## src/rtl/lfsr_ctrl_pkg.sv

```systemverilog
// ---------------------------------------------------------------------------
// lfsr_ctrl_pkg
// Shared definitions for the LFSR sequence controller family.
//   ctrl_state_t : controller FSM states (IDLE, RUN, DONE)
//   LFSR3_TAPS   : feedback mask for the 3-bit configuration (X^3+X^2+1)
//   LFSR3_SEED   : power-on seed for the 3-bit configuration (nonzero)
// ---------------------------------------------------------------------------
package lfsr_ctrl_pkg;

  typedef enum logic [1:0] {
    ST_IDLE = 2'd0,
    ST_RUN  = 2'd1,
    ST_DONE = 2'd2
  } ctrl_state_t;

  localparam logic [2:0] LFSR3_TAPS = 3'b011;
  localparam logic [2:0] LFSR3_SEED = 3'b011;

endpackage

```

## src/rtl/lfsr_step.sv

```systemverilog
// ---------------------------------------------------------------------------
// lfsr_step
// Purely combinational next-state function of a Fibonacci LFSR.
// The feedback bit is the XOR of the state bits selected by TAPS and is
// shifted in at the MSB while the register shifts right.
// Ports:
//   cur : current LFSR state
//   nxt : state after one step
// ---------------------------------------------------------------------------
module lfsr_step #(
  parameter int               WIDTH = 3,
  parameter logic [WIDTH-1:0] TAPS  = 3'b011
) (
  input  logic [WIDTH-1:0] cur,
  output logic [WIDTH-1:0] nxt
);

  logic fb;

  assign fb  = ^(cur & TAPS);
  assign nxt = {fb, cur[WIDTH-1:1]};

endmodule

```

## src/rtl/lfsr_sequence_controller.sv

```systemverilog
// ---------------------------------------------------------------------------
// lfsr_sequence_controller
// Seeds an LFSR, runs it for a programmed number of handshaked words and
// measures the period of the sequence from the value held at run start.
// Ports:
//   clock, reset        : rising-edge clock, asynchronous active-low reset
//   seed_load, seed     : load a nonzero seed while idle (zero -> seed_err)
//   start, length       : begin a run of 'length' words while idle
//   abort               : end a run early, no done pulse
//   out_valid/out_ready : word handshake, out_value is the LFSR state
//   busy                : high while running
//   done                : one-cycle pulse after the last word of a run
//   seed_err            : one-cycle pulse when a zero seed is rejected
//   period/period_valid : measured period for the last run
// ---------------------------------------------------------------------------
module lfsr_sequence_controller
  import lfsr_ctrl_pkg::*;
#(
  parameter int               WIDTH        = 3,
  parameter logic [WIDTH-1:0] TAPS         = LFSR3_TAPS,
  parameter logic [WIDTH-1:0] DEFAULT_SEED = LFSR3_SEED,
  parameter int               COUNT_W      = 8
) (
  input  logic               clock,
  input  logic               reset,
  input  logic               seed_load,
  input  logic [WIDTH-1:0]   seed,
  input  logic               start,
  input  logic [COUNT_W-1:0] length,
  input  logic               abort,
  output logic               out_valid,
  input  logic               out_ready,
  output logic [WIDTH-1:0]   out_value,
  output logic               busy,
  output logic               done,
  output logic               seed_err,
  output logic [COUNT_W-1:0] period,
  output logic               period_valid
);

  ctrl_state_t        state_reg;
  logic [WIDTH-1:0]   lfsr_reg;
  logic [WIDTH-1:0]   lfsr_next;
  logic [WIDTH-1:0]   snapshot_reg;
  logic [COUNT_W-1:0] remaining_reg;
  logic [COUNT_W-1:0] step_cnt_reg;
  logic               accept;

  lfsr_step #(
    .WIDTH (WIDTH),
    .TAPS  (TAPS)
  ) u_step (
    .cur (lfsr_reg),
    .nxt (lfsr_next)
  );

  assign out_value = lfsr_reg;
  // out_valid is only ever high in RUN, so the handshake implies RUN.
  assign accept    = out_valid & out_ready;

  always_ff @(posedge clock or negedge reset) begin
    if (!reset) begin
      state_reg     <= ST_IDLE;
      lfsr_reg      <= DEFAULT_SEED;
      snapshot_reg  <= DEFAULT_SEED;
      remaining_reg <= '0;
      step_cnt_reg  <= '0;
      out_valid     <= 1'b0;
      busy          <= 1'b0;
      done          <= 1'b0;
      seed_err      <= 1'b0;
      period        <= '0;
      period_valid  <= 1'b0;
    end else begin
      done     <= 1'b0;
      seed_err <= 1'b0;
      case (state_reg)
        ST_IDLE: begin
          // seed_load has priority over start in the same cycle
          if (seed_load) begin
            if (seed != '0) lfsr_reg <= seed;
            else            seed_err <= 1'b1;
          end else if (start && (length != '0)) begin
            state_reg     <= ST_RUN;
            out_valid     <= 1'b1;
            busy          <= 1'b1;
            remaining_reg <= length;
            snapshot_reg  <= lfsr_reg;
            step_cnt_reg  <= '0;
            period_valid  <= 1'b0;
          end
        end
        ST_RUN: begin
          if (accept) begin
            lfsr_reg      <= lfsr_next;
            remaining_reg <= remaining_reg - COUNT_W'(1);
            if (step_cnt_reg != '1) step_cnt_reg <= step_cnt_reg + COUNT_W'(1);
            // First return to the start value gives the period.
            if ((lfsr_next == snapshot_reg) && !period_valid) begin
              period       <= step_cnt_reg + COUNT_W'(1);
              period_valid <= 1'b1;
            end
          end
          // Abort wins over completion: an aborted run never pulses done.
          if (abort) begin
            state_reg <= ST_IDLE;
            out_valid <= 1'b0;
            busy      <= 1'b0;
          end else if (accept && (remaining_reg == COUNT_W'(1))) begin
            state_reg <= ST_DONE;
            out_valid <= 1'b0;
            busy      <= 1'b0;
            done      <= 1'b1;
          end
        end
        ST_DONE: begin
          state_reg <= ST_IDLE;
        end
        default: begin
          state_reg <= ST_IDLE;
          out_valid <= 1'b0;
          busy      <= 1'b0;
        end
      endcase
    end
  end

endmodule

```

## config.mk

```make
export PLATFORM = sky130hd
export DESIGN_NAME = lfsr_sequence_controller
export DESIGN_NICKNAME = d
export VERILOG_FILES = /design/src/rtl/lfsr_ctrl_pkg.sv /design/src/rtl/lfsr_step.sv /design/src/rtl/lfsr_sequence_controller.sv
export SDC_FILE = /design/constraint.sdc
export NUM_CORES = 1
export LEC_CHECK = 0
export ABC_AREA = 1
export ABC_CLOCK_PERIOD_IN_PS = 1480
export CORE_MARGIN = 2
export CORE_UTILIZATION = 48
export CTS_CLUSTER_DIAMETER = 50
export DETAILED_ROUTE_END_ITERATION = 7
export PLACE_DENSITY = 0.82
export SYNTH_ARGS = -nofsm -noshare
export SYNTH_HDL_FRONTEND = slang
export SYNTH_SLANG_ARGS = --single-unit
```

## constraint.sdc

```tcl
create_clock -name clock -period 1.48 [get_ports clock]
set_input_delay 0.296 -clock clock [delete_from_list [all_inputs] [get_ports clock]]
set_output_delay 0.296 -clock clock [all_outputs]
set_load 0.05 [all_outputs]
```

==> flow_summary.toml, run 1 <==
[layout]
fin_cells = 412
antenna-diode-count = 0
fin_util_pct = 80.4
syn2layout_area_growth_pct = 58.7
drive_gt1_share_pct = 34.5
final_cell_mix = "nand2_1, inv_1, dfrtp_1, buf_4, o21ai_0"
nNetsFinal = 381
final_common_cell = "nand2_1"

[cts]
cts.clk_slew.worst_paths_ns = 0.08
ctsRootBufferMaster = "clkbuf_8"
cts_max_path_buffers = 2
cts_tree = "built"
clk_latency_ns = 0.29
cts-buffers-inserted = 5
cts.sinks = 36
h-tree-depth = 2

[floorplan]
die-width_um = 69.4
io_pins = 33
coreArea_mm2 = 0.00406
fp-row-count = 23
die_h_um = 69.4
dieArea_mm2 = 0.00482
start_util_pct = 50.6

[logic_synthesis]
netlist_top_cells_area = "dfrtp_1, nand2_1, inv_1, o21ai_0, nand3_1"
synthMuxAreaShare_pct = 0
synthCells = 288
yosysSeqAreaShare_pct = 44.1
synth-simple-area-share_pct = 31.4
ys_ff_latch = 36
synth_warnings = 0
synth_top_area_share_pct = 39.0
synth_top_cell_by_area = "dfrtp_1"
synth_nets = 308
synth_cell_types = 27
synth_top_family_by_area = "simple AND/OR/NAND/NOR gates"
synthAdderAreaFrac_pct = 1.83
avgSynthCellArea_um2 = 7.13
synth_xor_area_share_pct = 2.13
synth_compound_area_share_pct = 11.1
synth_area_mm2 = 0.00205

[sta]
post-route-worst-setup-slack_ns = -0.0786
rsz0062_at_grt = "true"
period_share_pct = 105
fin_worst_skew_ns = 0.00805
maxSlewHeadroom_pct = 83.1
fin_crit_ns = 1.56
slew_violations = 0
worstMarginPinSlew_ns = 0.250
max_freq_mhz = 642
finalSetupViolCount = 12
hold_violations = 0

[global_route]
grt_pass1_wl_um = 9540
grt_use_met1_pct = 27.7
met3_usage_pct = 6.69
overflow = 0
grt_max_degree = 37
grt_usage_pct = 24.4
grt.met2_usage_pct = 42.2
grt_antenna_before_repair = 0
grt_pass1_vias = 2308
top_usage_layer = "met2"

[worst_hold_path]
hold_path.class = "input pin to async pin"

[setup_path]
required_ns = 1.66
cp-start-kind = "register"
rrSetupSlack_ns = -0.08
cp.arrival_ns = 1.74
critPathMaxFanout = 5
endpoint_kind = "register"
crit_type = "register to register"

[detailed_routing]
totalWireLength_um = 6600
drt-pass1-iter-count = 5
drc = 0
viasPerCell = 5.55
dr_total_vias = 2286
drt_iter0_drc = 270
ant_nets = 0
wl_per_cell_um = 16.0

[power_and_ir_drop]
power.leakage_nw = 1.64
ir_drop_uv = 1010
total_power_w = 0.00452
power_density_mw_per_mm2 = 1390

[placement]
pre_cts_ws_ns = -0.287
place_hpwl_um = 3590
place_congestion = 0.822
post-place-cells = 400
numPortBuffers = 32

[job]
max_cap_viol_count = 0

[run_status]
status = "finished, violations left"
violations = "setup timing"
-- synth_stat cells (all sizes together) --
cell type  instances
o21ai             32
dfstp              4
ha                 3
inv               45
nand3             24
nor3               5
clkbuf             1
or3                1
xnor2              2
nand4              3
dfrtp             32
a21oi              7
buf                4
nor2              25
xor2               3
nand2             95
a21boi             2
-- what timing repair did --
item                                    CTS  global route
endpoints found under the hold margin     0             0
gates cloned                              0             1
buffers inserted                          0             4
gates resized for setup                   5            58
pin swaps                                 1            23
hold buffers                              0             0
endpoints found under the setup margin   16            32
-- logic make-up (layout without fill, tap and decap cells) --
| group | count (synthesis) | count (layout) |
|---|---|---|
| AND/OR/NAND/NOR | 153 | 153 |
| AO/OA/AOI/OAI | 41 | 41 |
| flip-flops | 36 | 36 |
| adder cells (fa/ha/maj) | 3 | 3 |
| XOR/XNOR | 5 | 5 |
| buffers and inverters | 50 | 124 |
-- final cells by class --
| type | instances | area (um2) |
|---|---|---|
| multi-input combinational | 202 | 1150 |
| clock buffer | 7 | 96.3 |
| sequential | 36 | 907 |
| timing repair buffer | 71 | 847 |
| fill | 217 | 797 |
| inverter | 45 | 169 |
| tap | 50 | 62.6 |
| clock inverter | 1 | 30.0 |
-- path summary, 6_finish.rpt --
path | from | end | cells after the start
worst max-delay path | out_value[1] | period[1] | 9
worst min-delay path | reset | remaining_reg[1] | 2
worst max register to register | out_value[1] | period[1] | 9
worst min register to register | snapshot_reg[1] | snapshot_reg[1] | 2
max in group asynchronous | reset | snapshot_reg[1] | 2
min in group clock | length[1] | remaining_reg[1] | 5
-- worst max-delay path: stages, from the launching register on --
cell,delay (ns)
dfstp_2,0.56
inv_2,0.06
nand2_2,0.08
nand2_2,0.07
nand2_2,0.09
nand2_4,0.07
nor3_4,0.28
nand2_1,0.08
o21ai_1,0.10
inv_1,0.05
-- layer usage --
metal	part of all wire [%]	wire [um]
met1	39	2600
met2	51	3390
met3	6.6	433
met4	2.7	179
met5	0	0
-- metrics by stage --
step	hold WS [ns]	setup TNS (ns)	area, um2
after global placement	0.461	-5.67	2890
after CTS	0.385	0	3030
after global routing	0.398	-1.74	3260
after floorplan	0.000409	-0.682	2080
final	0.368	-0.317	3260
after detailed placement	0.465	-6.90	2890
-- power breakdown --
part | internal (W) | switching (W)
logic | 0.000933 | 0.00120
registers | 0.00122 | 0.000225
clock network | 0.000594 | 0.000358
No activity file was read; power rests on OpenSTA's default activity.
==> inputs of run 2 (changes only) <==
--- a/config.mk
+++ b/config.mk
@@ -11,7 +11,10 @@
 export CORE_UTILIZATION = 48
 export CTS_CLUSTER_DIAMETER = 50
 export DETAILED_ROUTE_END_ITERATION = 7
+export MAX_ROUTING_LAYER = met4
 export PLACE_DENSITY = 0.82
+export REMOVE_ABC_BUFFERS = 1
+export SETUP_SLACK_MARGIN = 0.1
 export SYNTH_ARGS = -nofsm -noshare
 export SYNTH_HDL_FRONTEND = slang
 export SYNTH_SLANG_ARGS = --single-unit
==> run 2 against run 1 <==
Against the previous run: the run still ends with setup timing left; count of clock-buffer cells in the layout did not move; largest cell class unchanged; die area did not move; utilization rose by 4.7 points; largest power group unchanged.
==> flow_summary.toml, run 2 (synthesized netlist as in run 1, its figures left out) <==
[setup_path]
rrSetupSlack_ns = -0.07
rr_worst_depth = 8
cpPeakStageDelay_ns = 0.40
critPathMaxFanout = 5
cp.arrival_ns = 1.74
required_ns = 1.67
cp_slowest_cell = "dfstp_2"
cp-start-kind = "register"
endpoint_kind = "register"
r2r-end = "period[2]"
path_cells = "buf_4 -> a21oi_4 -> nand3_4 -> buf_6 -> nor3_4 -> nand2_1 -> o21ai_1 -> inv_1"
crit_type = "register to register"
rr_startpoint = "out_value[1]"

[placement]
place_congestion = 0.885
numPortBuffers = 32
dpl_cell_area_mm2 = 0.00281
pre_cts_ws_ns = -0.235
place_hpwl_um = 3620

[cts]
cts.sinks = 36
cts_max_path_buffers = 2
cts_tree = "built"
ctsRootBufferMaster = "clkbuf_8"
clk_latency_ns = 0.30
cts-buffers-inserted = 5
cts.clk_slew.worst_paths_ns = 0.08
h-tree-depth = 2

[sta]
finalSetupViolCount = 9
slew_violations = 0
worstMarginPinSlew_ns = 0.328
period_share_pct = 104
maxSlewHeadroom_pct = 78.1
hold_violations = 0
max_freq_mhz = 647
fin_worst_skew_ns = 0.00744
post-route-worst-setup-slack_ns = -0.0664
rsz0062_at_grt = "true"
fin_crit_ns = 1.55

[layout]
nNetsFinal = 388
postLayoutCellArea_mm2 = 0.00345
drive_gt1_share_pct = 42.3
final_cell_mix = "nand2_1, buf_4, inv_1"
antenna-diode-count = 0
final_common_cell = "nand2_1"
syn2layout_area_growth_pct = 68.0

[floorplan]
fp-row-count = 23
coreArea_mm2 = 0.00406
die_h_um = 69.4
dieArea_mm2 = 0.00482
io_pins = 33
start_util_pct = 50.6
die-width_um = 69.4

[run_status]
violations = "setup timing"
status = "finished, violations left"

[detailed_routing]
dr_total_vias = 2412
viasPerCell = 5.76
wl_per_cell_um = 17.7
ant_nets = 0
totalWireLength_um = 7400
drc = 0
drt_iter0_drc = 250
drt-pass1-iter-count = 5

[global_route]
met3_usage_pct = 6.54
grt_pass1_vias = 2298
grt_usage_pct = 27.8
grt_use_met1_pct = 32.2
grt_pass1_wl_um = 10400
overflow = 0
grt_antenna_before_repair = 0
grt.met2_usage_pct = 44.8
grt_max_degree = 37
top_usage_layer = "met2"

[job]
max_cap_viol_count = 0

[power_and_ir_drop]
ir_drop_uv = 987
power_density_mw_per_mm2 = 1430
power.leakage_nw = 1.71

[worst_hold_path]
hold_path.class = "input pin to async pin"
[run 2: changes by cell type in the layout (fill, tap and decap cells not counted), moves of 6 or more]
cell	before	now
nand2_1	79	71
nand2_4	3	9
buf_6	5	11
nand3_1	16	9
nand3_2	6	12
[run 2: through the flow]
stage | TNS (ns) | util [%] | power, W | hold WS [ns] | std cells
floorplan | -11.57 | - | 0.00236 | 0.000409 | 283
CTS | -0.00104 | 77.9 | 0.00446 | 0.379 | 413
finish | -0.290 | 85.0 | 0.00493 | 0.370 | 419
detailed placement | -6.11 | 69.3 | 0.00327 | 0.463 | 395
global route | -0.995 | 85.0 | 0.00516 | 0.393 | 419
global placement | -4.69 | 69.3 | 0.00323 | 0.464 | 395
[run 2: worst max-delay path, delay by kind of cell (launching register included)]
kind	cells	cell delay, ns
AO/OA/AOI/OAI	2	0.24
buffers and inverters	3	0.36
flip-flops	1	0.40
AND/OR/NAND/NOR	3	0.41
[run 2: metal layers]
layer  vias to the layer above  share of wire [%]
met3                        47                8.6
met2                       169                 49
met4                         0                4.6
met5                         -                  0
li1                       1061                  -
met1                      1135                 38
[run 2: power breakdown]
part	switching, W	internal, W
Combinational	0.00137	0.00111
Clock	0.000383	0.000595
Sequential	0.000261	0.00122
Total	0.00201	0.00292
[run 2: final cells by class]
type | count | area [um2]
tap | 50 | 62.6
timing repair buffer | 77 | 880
clock inverter | 1 | 30.0
inverter | 45 | 171
clock buffer | 7 | 96.3
multi-input combinational | 203 | 1300
fill | 177 | 607
sequential | 36 | 907
[run 2: what timing repair did]
action,4_1_cts,5_1_grt
setup buffers,8,7
cloned,2,0
gates resized for setup,53,71
setup endpoints to repair,31,37
hold buffers,0,0
pin swaps,33,21
[run 2: how the worst max path moves through the flow]
stage / start / endpoint / slack, ns / cells past startpoint
6_report: out_value[1] / period[2] / -0.07 / 8
5_1_grt: out_value[1] / period[2] / -0.14 / 8
4_1_cts: snapshot_reg[0] / period[1] / -0.001 / 8
3_5_place_dp: out_ready / period[2] / -0.24 / 8
3_3_place_gp: length[0] / remaining_reg[6] / -0.19 / 9
2_1_floorplan: busy / remaining_reg[0] / -0.52 / 4
==> inputs of run 3 (changes only) <==
--- a/config.mk
+++ b/config.mk
@@ -9,7 +9,7 @@
 export ABC_CLOCK_PERIOD_IN_PS = 1480
 export CORE_MARGIN = 2
 export CORE_UTILIZATION = 48
-export CTS_CLUSTER_DIAMETER = 50
+export CTS_CLUSTER_DIAMETER = 30
 export DETAILED_ROUTE_END_ITERATION = 7
 export MAX_ROUTING_LAYER = met4
 export PLACE_DENSITY = 0.82
==> results of run 3 <==
The final DEF is identical to that of run 2; final timing and power are the same.
